===== src/rtl/rom_reader.sv =====
// Burst reader: walks a range of a combinational ROM and streams the words
// out through a 2-entry FIFO with a valid/ready handshake.
module rom_reader #(
    parameter int DATA_WIDTH = 16,
    parameter int ADDR_WIDTH = 8,
    parameter int WORDS      = 5
) (
    input  logic                  clk_i,
    input  logic                  rst_ni,
    input  logic                  start_i,
    input  logic [ADDR_WIDTH-1:0] base_addr_i,
    input  logic [ADDR_WIDTH:0]   len_i,
    output logic [ADDR_WIDTH-1:0] rom_addr_o,
    input  logic [DATA_WIDTH-1:0] rom_data_i,
    output logic [DATA_WIDTH-1:0] data_o,
    output logic                  valid_o,
    input  logic                  ready_i,
    output logic                  last_o,
    output logic                  busy_o,
    output logic                  done_o,
    output logic                  err_o
);

    typedef enum logic [1:0] {
        S_IDLE  = 2'd0,
        S_FETCH = 2'd1,
        S_DRAIN = 2'd2
    } state_t;

    localparam logic [ADDR_WIDTH+1:0] WORDS_L   = (ADDR_WIDTH+2)'(WORDS);
    localparam logic [ADDR_WIDTH-1:0] ADDR_ZERO = {ADDR_WIDTH{1'b0}};
    localparam logic [ADDR_WIDTH-1:0] ADDR_ONE  = {{(ADDR_WIDTH-1){1'b0}}, 1'b1};
    localparam logic [ADDR_WIDTH:0]   REM_ZERO  = {(ADDR_WIDTH+1){1'b0}};
    localparam logic [ADDR_WIDTH:0]   REM_ONE   = {{ADDR_WIDTH{1'b0}}, 1'b1};

    state_t                  state_r;
    logic [ADDR_WIDTH-1:0]   addr_r;
    logic [ADDR_WIDTH:0]     rem_r;
    logic                    busy_r;
    logic                    done_r;
    logic                    err_r;

    // FIFO kept as head/tail registers so the stream outputs come straight from flops
    logic                    head_v_r;
    logic                    tail_v_r;
    logic [DATA_WIDTH-1:0]   head_data_r;
    logic [DATA_WIDTH-1:0]   tail_data_r;
    logic                    head_last_r;
    logic                    tail_last_r;

    logic                    pop_s;
    logic                    push_s;
    logic                    push_last_s;
    logic [ADDR_WIDTH+1:0]   end_addr_s;

    // Handshake decode and burst range computation
    always_comb begin
        pop_s       = head_v_r & ready_i;
        push_s      = (state_r == S_FETCH) & (~(head_v_r & tail_v_r) | pop_s);
        push_last_s = (rem_r == REM_ONE);
        end_addr_s  = {2'b00, base_addr_i} + {1'b0, len_i};
    end

    // Two-entry FIFO: pop promotes tail to head, push fills the first free slot
    always_ff @(posedge clk_i or negedge rst_ni) begin
        if (!rst_ni) begin
            head_v_r    <= 1'b0;
            tail_v_r    <= 1'b0;
            head_data_r <= {DATA_WIDTH{1'b0}};
            tail_data_r <= {DATA_WIDTH{1'b0}};
            head_last_r <= 1'b0;
            tail_last_r <= 1'b0;
        end else if (pop_s) begin
            if (tail_v_r) begin
                head_data_r <= tail_data_r;
                head_last_r <= tail_last_r;
                if (push_s) begin
                    tail_data_r <= rom_data_i;
                    tail_last_r <= push_last_s;
                end else begin
                    tail_v_r    <= 1'b0;
                end
            end else if (push_s) begin
                head_data_r <= rom_data_i;
                head_last_r <= push_last_s;
            end else begin
                head_v_r    <= 1'b0;
            end
        end else if (push_s) begin
            if (!head_v_r) begin
                head_v_r    <= 1'b1;
                head_data_r <= rom_data_i;
                head_last_r <= push_last_s;
            end else begin
                tail_v_r    <= 1'b1;
                tail_data_r <= rom_data_i;
                tail_last_r <= push_last_s;
            end
        end else begin
            head_v_r    <= head_v_r;
        end
    end

    // Burst control FSM with registered status pulses
    always_ff @(posedge clk_i or negedge rst_ni) begin
        if (!rst_ni) begin
            state_r <= S_IDLE;
            addr_r  <= ADDR_ZERO;
            rem_r   <= REM_ZERO;
            busy_r  <= 1'b0;
            done_r  <= 1'b0;
            err_r   <= 1'b0;
        end else begin
            done_r <= pop_s & head_last_r;
            err_r  <= 1'b0;
            case (state_r)
                S_IDLE: begin
                    if (start_i) begin
                        if (len_i == REM_ZERO) begin
                            done_r <= 1'b1;
                        end else if (end_addr_s > WORDS_L) begin
                            err_r <= 1'b1;
                        end else begin
                            state_r <= S_FETCH;
                            busy_r  <= 1'b1;
                            addr_r  <= base_addr_i;
                            rem_r   <= len_i;
                        end
                    end
                end
                S_FETCH: begin
                    if (push_s) begin
                        addr_r <= addr_r + ADDR_ONE;
                        rem_r  <= rem_r - REM_ONE;
                        if (push_last_s) begin
                            state_r <= S_DRAIN;
                        end
                    end
                end
                S_DRAIN: begin
                    if (pop_s && !tail_v_r) begin
                        state_r <= S_IDLE;
                        busy_r  <= 1'b0;
                    end
                end
                default: begin
                    state_r <= S_IDLE;
                    busy_r  <= 1'b0;
                end
            endcase
        end
    end

    assign rom_addr_o = addr_r;
    assign data_o     = head_data_r;
    assign last_o     = head_last_r;
    assign valid_o    = head_v_r;
    assign busy_o     = busy_r;
    assign done_o     = done_r;
    assign err_o      = err_r;

endmodule

===== config.mk =====
export PLATFORM = sky130hd
export DESIGN_NAME = rom_reader
export DESIGN_NICKNAME = d
export VERILOG_FILES = /design/src/rtl/rom_reader.sv
export SDC_FILE = /design/constraint.sdc
export NUM_CORES = 1
export LEC_CHECK = 0
export CAP_MARGIN = 20
export CORE_AREA = 3 3 93 86
export DETAILED_ROUTE_END_ITERATION = 7
export DIE_AREA = 0 0 96 89
export PLACE_DENSITY = 0.76
export SLEW_MARGIN = 5
export SYNTH_ARGS = -nofsm -noshare
export SYNTH_HDL_FRONTEND = slang
export SYNTH_SLANG_ARGS = --single-unit

===== constraint.sdc =====
create_clock -name clk_i -period 2.1 [get_ports clk_i]
set_input_delay 0.315 -clock clk_i [delete_from_list [all_inputs] [get_ports clk_i]]
set_output_delay 0.315 -clock clk_i [all_outputs]
set_load 0.02 [all_outputs]

; Word level (Yosys, flattened, before mapping)
; Cells that the tools add are included.
[totals]
ff_bits = 58
input_bits = 37
elab_cells = 107
[classes]
add_sub_neg = 3
n_lt_le_gt_ge = 1
eq_ne = 13
muxes = 56
bitwise_logic = 7
n_reduce_logical = 15
[ops]
columns = op, count
row1 = two-way mux 16 bit, 9
row2 = two-way mux 9 bit, 4
row3 = two-way mux 8 bit, 4
row4 = two-way mux 1 bit, 29
row5 = inequality test 2 bit (second input constant), 9
row6 = case mux 9 bit (2 select lines), 1
row7 = case mux 8 bit (2 select lines), 1
row8 = two-way mux 2 bit, 6
row9 = adder 8 x 9 -> 10 bit, 1
row10 = > comparator 10 x 3 -> 1 bit (second input constant), 1
row11 = AND reduction 5 bit, 2
row12 = == test 9 x 1 -> 1 bit (second input constant), 1
row13 = logical NOT 9 bit, 1
row14 = AND reduction 3 bit, 3
row15 = subtractor 9 x 1 -> 9 bit (second input constant), 1
row16 = adder 8 x 1 -> 8 bit (second input constant), 1
row17 = nonzero test 2 bit, 4
row18 = case mux 2 bit (3 select lines), 1
row19 = AND reduction 6 bit, 1
row20 = bitwise AND 1 bit, 4
row21 = case mux 1 bit (3 select lines), 1
row22 = == test 2 x 1 -> 1 bit (second input constant), 1
row23 = == test 2 bit (second input constant), 1
row24 = logical NOT 2 bit, 1
row25 = 6 further kinds, 7

; Depth between registers and ports, before layout
; Gate-level depths: netlist of run 1.
[logic_depth]
word_depth = 7
ltp_mapped = 9

; Least setup slack after synthesis of run 1
; No wires, ideal clock.
[synth_path]
path_type = input-to-reg
startpoint = input base_addr_i[0]
endpoint = register rem_r[2]
setup_ns = 0.123
arrival_time_ns = 2.505
t_required_ns = 1.977
slack_ns = -0.527
cell_stages = 8
n_path_buf = 0
cell_sequence = ha_1 fa_1 or4b_1 a311oi_2 nand3b_1 nor3_4 o2111ai_1 o221a_2
[synth_between]
elab_chain_cells = 4
[synth_rtl]
columns = element, line_no
row1 = start: declaration, 11  ; input logic [ADDR_WIDTH-1:0] base_addr_i,
row2 = adder 8 x 9 -> 10 bit, 61  ; end_addr_s = {2'b00, base_addr_i} + {1'b0, len_i};
row3 = > comparator 10 x 3 -> 1 bit, 121  ; end else if (end_addr_s > WORDS_L) begin
row4 = inequality test 2 bit (no line), --
row5 = AND reduction 5 bit (no line), --
row6 = end signal: assignment, 127  ; rem_r <= len_i;
row7 = end signal: assignment, 134  ; rem_r <= rem_r - REM_ONE;
row8 = end: declaration, 38  ; logic [ADDR_WIDTH:0] rem_r;
; Every way passes these cells.
; A chain may end at the register's enable or synchronous reset.

; Worst setup path in the final report of run 1
[layout_path]
startpoint = input len_i[0]
endpoint = register addr_r[0], in the netlist rom_addr_o[0]
[layout_between]
elab_chain_cells = 4
[layout_rtl]
columns = element, line_no
row1 = start: declaration, 12  ; input logic [ADDR_WIDTH:0] len_i,
row2 = adder 8 x 9 -> 10 bit, 61
row3 = > comparator 10 x 3 -> 1 bit, 121
row4 = inequality test 2 bit (no line), --
row5 = AND reduction 5 bit (no line) (*), --
row6 = end signal: assignment, 126  ; addr_r <= base_addr_i;
row7 = end signal: assignment, 133  ; addr_r <= addr_r + ADDR_ONE;
row8 = end: declaration, 37  ; logic [ADDR_WIDTH-1:0] addr_r;
; Mark *: on every way between the ends. The rest lies on a longest branch, timed or not.

==> reports/metrics.yaml, run 1 <==
grt:
  grt_usage_pct: 25.0
  grt_start_max_net_pins: 59
  grt_pass1_wl_um: 16300
  number_of_global_route_vias_before_repair: 3302
  grt_antenna_before_repair: 0
  grt.overflow.total: 0
setup_path:
  timing.critical_path.arrival_ns: 2.57
  classification_of_the_worst_setup_path: "input port to flip-flop"
  worst-path-max-fanout: 8
  cp_startpoint_kind: "input port"
  required_ns: 2.32
  r2r_slack_ns: 0.12
  worstSetupEndpointType: "flip-flop"
detailed_routing:
  route.detailed.vias_per_inst: 5.77
  detail_route.drc_violations: 0
  ant_nets: 0
  total_wire_length_um: 10500
  number_of_detailed_route_iterations_in_the_first_pass: 5
  via_count: 3296
  drt_iter0_drc: 221
  wl_per_cell_um: 18.4
synth:
  syn-cell-area_um2: 3320
  yosys_register_bits: 58
  synthesis.area_per_instance_um2: 9.92
  synth_seq_area_share_pct: 43.7
  mappedNetlistNets: 385
  yosys_most_used_dff: "dfrtp_1"
  yosys_warnings: 0
  area_share_of_the_largest_cell_type_after_synthesis_pct: 43.7
  yosys.cell_types.count: 57
  synth_edf_count: 0
  synth-simple-area-share_pct: 19.2
  syn-instance-count: 335
  synth_adder_area_share_pct: 5.12
  synth-async-reset-ratio_pct: 100
  main_combinational_cell_family_by_area_after_synthesis: "simple AND/OR/NAND/NOR gates"
  yosysTopAreaCell: "dfrtp_1"
  synth_mux_area_share_pct: 11.2
  yosys.area_share.xor_xnor_pct: 0.790
  synthesized_area_fraction_occupied_by_ao_oa_aoi_and_oai_cells_pct: 17.3
  synthTopCellsByArea: "dfrtp_1, mux2_2, mux2i_1"
cells_and_area:
  num_antenna_cells: 0
  final_net_count: 523
  layout_cells_sized_above_1_pct: 34.7
  flow.area_growth_from_synthesis_pct: 57.7
  finish.cell_count_without_fillers: 571
  mostFrequentLayoutCells: "dfrtp_1, buf_4, clkdlybuf4s50_1, nand2_1, o21ai_0"
  fin_area_um2: 5240
  final_core_util_pct: 74.1
clocking:
  worst_skew_pair.late_latency_ns: 0.33
  clkSlewWorstSetupHoldPaths_ns: 0.07
  clock_h_tree_levels: 3
  numCtsBuffers: 9
  clock_path_buffers: 2
  cts_tree: "yes"
  clock_sink_count: 58
  clockRootBuffer: "clkbuf_8"
timing:
  timing_worst_slew_pin_value_ns: 0.485
  slew_viol_final: 0
  timing.final.ws_setup_ns: -0.253
  maxClockFrequency_mhz: 425
  relSlewSlack_pct: 67.4
  finalSetupViolations: 20
  layout_min_cycle_time_ns: 2.35
  hold_violations: 0
  grt_setup_unrepaired: "yes"
  final.setup.tns_ns: -3.79
  finClkSkew_ns: 0.00651
  period_share_pct: 112
  hold_ws_ns: 0.342
floorplanning:
  rows: 29
  initial_utilization_pct: 47.0
  core-area_um2: 7080
  dieArea_um2: 8540
  dieWidth_um: 96
  die_height_um: 89
  boundaryPins: 66
status:
  violations_in_the_final_reports: "setup timing"
  result_of_the_run: "finished with violations"
power:
  power.static_leakage_nw: 2.37
  comb_power_share_pct: 47.4
  pwr-share-seq_pct: 30.7
  power.share.switching_pct: 36.5
  total_switching_power_mw: 2.32
  cellPowerDensity_nw_per_um2: 1210
  internal_power_mw: 4.04
  design_power_total_mw: 6.36
  power.clock.fraction_pct: 21.9
  maximum_vdd_drop_mv: 0.959
place:
  place_hpwl_um: 6560
  postPlaceCellArea_um2: 4490
  preCtsSetupSlack_ns: -1.06
  port-buffer-count: 65
  gp_congestion: 0.894
  numPlacedInstances: 532
job:
  number_of_max_capacitance_violations_reported: 0
min_path:
  hp-class: "input port to flip-flop"
power groups by stage:
stage / Clock [mW] / Combinational [mW] / Sequential [mW]
finish: 1.39 / 3.01 / 1.96
global route: 1.47 / 3.24 / 2.01
CTS: 1.41 / 2.87 / 1.94
detailed placement: 0 / 2.65 / 1.94
global placement: 0 / 2.58 / 1.92
floorplan: 0 / 1.33 / 2.14
synthesized netlist by cell type, types with 2 or more instances:
master,n
a221oi_2,2
nand3b_1,3
a21oi_4,2
nor2b_1,5
inv_1,8
o221a_2,2
nor3b_1,3
dfrtp_1,58
o2bb2ai_1,2
nor4_1,4
o21ai_1,3
nor3_1,9
nand2_1,33
o21ai_0,25
o22ai_1,2
and3_1,6
o21bai_1,2
or3_1,2
or2_2,4
nor2_1,23
mux2_2,17
nand3_1,13
xnor2_1,2
o22a_1,5
a21oi_1,15
mux2i_1,18
o32ai_1,2
o221ai_1,2
buf_2,3
clkbuf_1,7
nand2b_1,7
ha_1,12
o21a_1,3
a31oi_1,6
a211oi_1,2
a2bb2oi_1,2
critical path: stages:
cell and delay, ns:
buf_8 0.10, ha_4 0.15, fa_2 0.34, buf_4 0.15
buf_4 0.13, xor2_1 0.16, nand2_1 0.11, and4_1 0.21
and4b_4 0.23, a21oi_4 0.36, mux2i_1 0.22, o21ai_1 0.08
routing by layer:
| layer | GRT usage, % | wire [um] |
|---|---|---|
| met1 | 32.9 | 4410 |
| met2 | 41.1 | 5220 |
| met3 | 5.64 | 599 |
| met4 | 7.62 | 275 |
| met5 | 0 | 0 |
cell families after synthesis:
logic type                 Yosys count
adders and majority gates           13
xor gates and xnor gates             3
AOI/OAI and AO/OA                   83
DFF                                 58
and+or+nand+nor                    122
muxes                               35
buffers and inverters               21
final timing paths:
path / startpoint / end / cells after the start
worst max register to register: state_r[0]$_DFFE_PN0P_ / rom_addr_o[3]$_DFFE_PN0P_ / 6
worst min register to register: data_o[13]$_DFFE_PN0P_ / data_o[13]$_DFFE_PN0P_ / 2
worst min-delay path: base_addr_i[0] / rom_addr_o[0]$_DFFE_PN0P_ / 4
max in group asynchronous: rst_ni / tail_data_r[8]$_DFFE_PN0P_ / 3
min in group asynchronous: rst_ni / data_o[13]$_DFFE_PN0P_ / 3
worst max-delay path: len_i[0] / rom_addr_o[0]$_DFFE_PN0P_ / 12
flip-flops by register name (all words and copies together), names as in the netlist, 2 cells and up:
| register | flops |
|---|---|
| data_o | 16 |
| tail_data_r | 16 |
| rem_r | 9 |
| rom_addr_o | 8 |
| state_r | 2 |
final cells by class:
type / instances / area, um2
Clock inverter: 5 / 125
Tap cell: 93 / 116
Clock buffer: 11 / 141
Timing Repair Buffer: 137 / 1270
Fill cell: 468 / 1830
Sequential cell: 58 / 1450
Multi-Input combinational cell: 258 / 2110
Inverter: 9 / 33.8
what timing repair did:
item / 4_1_cts / 5_1_grt
gates cloned: 2 / 0
pin swaps: 18 / 14
hold endpoints to repair: 52 / 0
hold buffers: 1 / 0
setup buffers: 13 / 7
gates resized for setup: 72 / 19
endpoints found under the setup margin: 20 / 37
No activity file was read; power rests on OpenSTA's default activity.
==> run 2: changes to the inputs <==
--- a/config.mk
+++ b/config.mk
@@ -6,10 +6,10 @@
 export NUM_CORES = 1
 export LEC_CHECK = 0
 export CAP_MARGIN = 20
-export CORE_AREA = 3 3 93 86
+export CORE_AREA = 3 3 76 106
 export DETAILED_ROUTE_END_ITERATION = 7
-export DIE_AREA = 0 0 96 89
-export PLACE_DENSITY = 0.76
+export DIE_AREA = 0 0 79 109
+export PLACE_DENSITY = 0.75
 export SLEW_MARGIN = 5
 export SYNTH_ARGS = -nofsm -noshare
 export SYNTH_HDL_FRONTEND = slang
==> reports/metrics.yaml, run 2 (synthesized netlist as in run 1, its figures left out) <==
floorplanning:
  dieWidth_um: 79
  die_height_um: 109
  core-area_um2: 7120
  boundaryPins: 66
  dieArea_um2: 8610
  rows: 36
  initial_utilization_pct: 46.7
power:
  cellPowerDensity_nw_per_um2: 1190
  power.static_leakage_nw: 2.25
  maximum_vdd_drop_mv: 0.796
cells_and_area:
  num_antenna_cells: 0
  flow.area_growth_from_synthesis_pct: 51.9
  layout_cells_sized_above_1_pct: 31.2
  commonest_non_fill_non_tap_cell_in_the_layout: "dfrtp_1"
  nFillCells: 538
  multiInputGateArea_um2: 2070
  final_net_count: 510
  finish.cell_count_without_fillers: 560
  seqCellArea_um2: 1450
  mostFrequentLayoutCells: "dfrtp_1, clkdlybuf4s50_1, buf_4, nand2_1, o21ai_0"
grt:
  grt_pass1_wl_um: 15900
  grt_start_max_net_pins: 52
  number_of_global_route_vias_before_repair: 3363
  grt.overflow.total: 0
  grt_usage_pct: 23.8
  grt_antenna_before_repair: 0
timing:
  grt_setup_unrepaired: "yes"
  hold_ws_ns: 0.212
  finClkSkew_ns: 0.0121
  hold_violations: 0
  layout_min_cycle_time_ns: 2.31
  maxClockFrequency_mhz: 433
  timing_worst_slew_pin_value_ns: 0.566
  timing.final.ws_setup_ns: -0.209
  slew_viol_final: 0
  finalSetupViolations: 19
  relSlewSlack_pct: 61.9
  period_share_pct: 110
place:
  gp_congestion: 0.869
  port-buffer-count: 65
  place_hpwl_um: 6640
  preCtsSetupSlack_ns: -1.00
  numPlacedInstances: 529
status:
  result_of_the_run: "finished with violations"
  violations_in_the_final_reports: "setup timing"
detailed_routing:
  detail_route.drc_violations: 0
  route.detailed.vias_per_inst: 5.76
  ant_nets: 0
  via_count: 3224
  total_wire_length_um: 9710
  number_of_detailed_route_iterations_in_the_first_pass: 4
  drt_iter0_drc: 160
  wl_per_cell_um: 17.3
setup_path:
  r2r_slack_ns: 0.21
  cp_startpoint_kind: "input port"
  crit_path_slowest_cell: "or4b_4"
  required_ns: 2.33
  cp_num_buf_inv: 2
  worstSetupEndpointType: "flip-flop"
  worst-path-max-fanout: 5
  cpLargestDelayFamily: "simple AND/OR/NAND/NOR gates"
  cp_max_stage_delay_ns: 0.57
  crit_path_cell_trace: "buf_8 -> ha_4 -> fa_2 -> or4b_4 -> a311oi_4 -> and4b_4 -> buf_12 -> a21oi_4 -> mux2i_1 -> o21ai_1"
  timing.critical_path.arrival_ns: 2.54
  classification_of_the_worst_setup_path: "input port to flip-flop"
clocking:
  numCtsBuffers: 9
  worst_skew_pair.late_latency_ns: 0.35
  clockRootBuffer: "clkbuf_8"
  clkSlewWorstSetupHoldPaths_ns: 0.07
  clock_h_tree_levels: 3
  clock_path_buffers: 2
  clock_sink_count: 58
  cts_tree: "yes"
min_path:
  hp-class: "input port to flip-flop"
job:
  number_of_max_capacitance_violations_reported: 0
[run 2: through the flow]
stage	power [mW]	setup TNS (ns)	utilization, %	instance area [um2]
finish	5.99	-2.93	71.0	5050
global placement	4.45	-16.53	62.6	4450
CTS	5.88	-1.63	69.3	4930
floorplan	3.47	-4.34	-	3350
detailed placement	4.56	-18.73	62.6	4450
global route	6.38	-4.37	71.0	5050
[run 2: tightest hold or removal path, cell delays in order]
cell and delay (ns):
buf_6 0.10, nand2_1 0.05, o21ai_1 0.06
[run 2: layout make-up]
class / instances / share of cell area (%)
well taps: 95 / 2.35
repair buffers: 123 / 22.8
clock inverters: 5 / 1.54
multi-input cells: 259 / 41.1
inverters: 9 / 0.669
flip-flops and latches: 58 / 28.7
clock buffers: 11 / 2.80
[run 2: routing by layer]
layer / vias up / global-route usage [%] / share of wire [%] / routed length, um
met5: - / 0 / 0 / 0
met4: 0 / 11.7 / 4.0 / 384
met3: 34 / 5.21 / 5.9 / 576
met2: 151 / 43.3 / 52 / 5080
met1: 1551 / 25.8 / 38 / 3670
li1: 1488 / - / - / -
[run 2: path summary, 6_finish.rpt]
| check | cells past startpoint | startpoint | to |
|---|---|---|---|
| min reg2reg | 2 | data_o[10]$_DFFE_PN0P_ | data_o[10]$_DFFE_PN0P_ |
| max | 10 | len_i[0] | rom_addr_o[0]$_DFFE_PN0P_ |
| max reg2reg | 4 | rem_r[5]$_DFFE_PN0P_ | last_o$_DFFE_PN0P_ |
| max in group asynchronous | 3 | rst_ni | tail_data_r[6]$_DFFE_PN0P_ |
| min | 3 | base_addr_i[0] | rom_addr_o[0]$_DFFE_PN0P_ |
| min in group asynchronous | 2 | rst_ni | data_o[15]$_DFFE_PN0P_ |
[run 2: power by group]
| part | internal, mW | switching (mW) |
|---|---|---|
| Combinational | 1.46 | 1.42 |
| Clock | 0.696 | 0.442 |
| Sequential | 1.59 | 0.377 |
| Total | 3.75 | 2.24 |
[run 2: timing repair]
action / in CTS / in global routing
cloned: 3 / 0
gates resized for setup: 60 / 16
hold buffers: 1 / 0
pin swaps: 20 / 10
setup buffers: 5 / 6
hold endpoints to repair: 7 / 0
setup endpoints to repair: 20 / 33
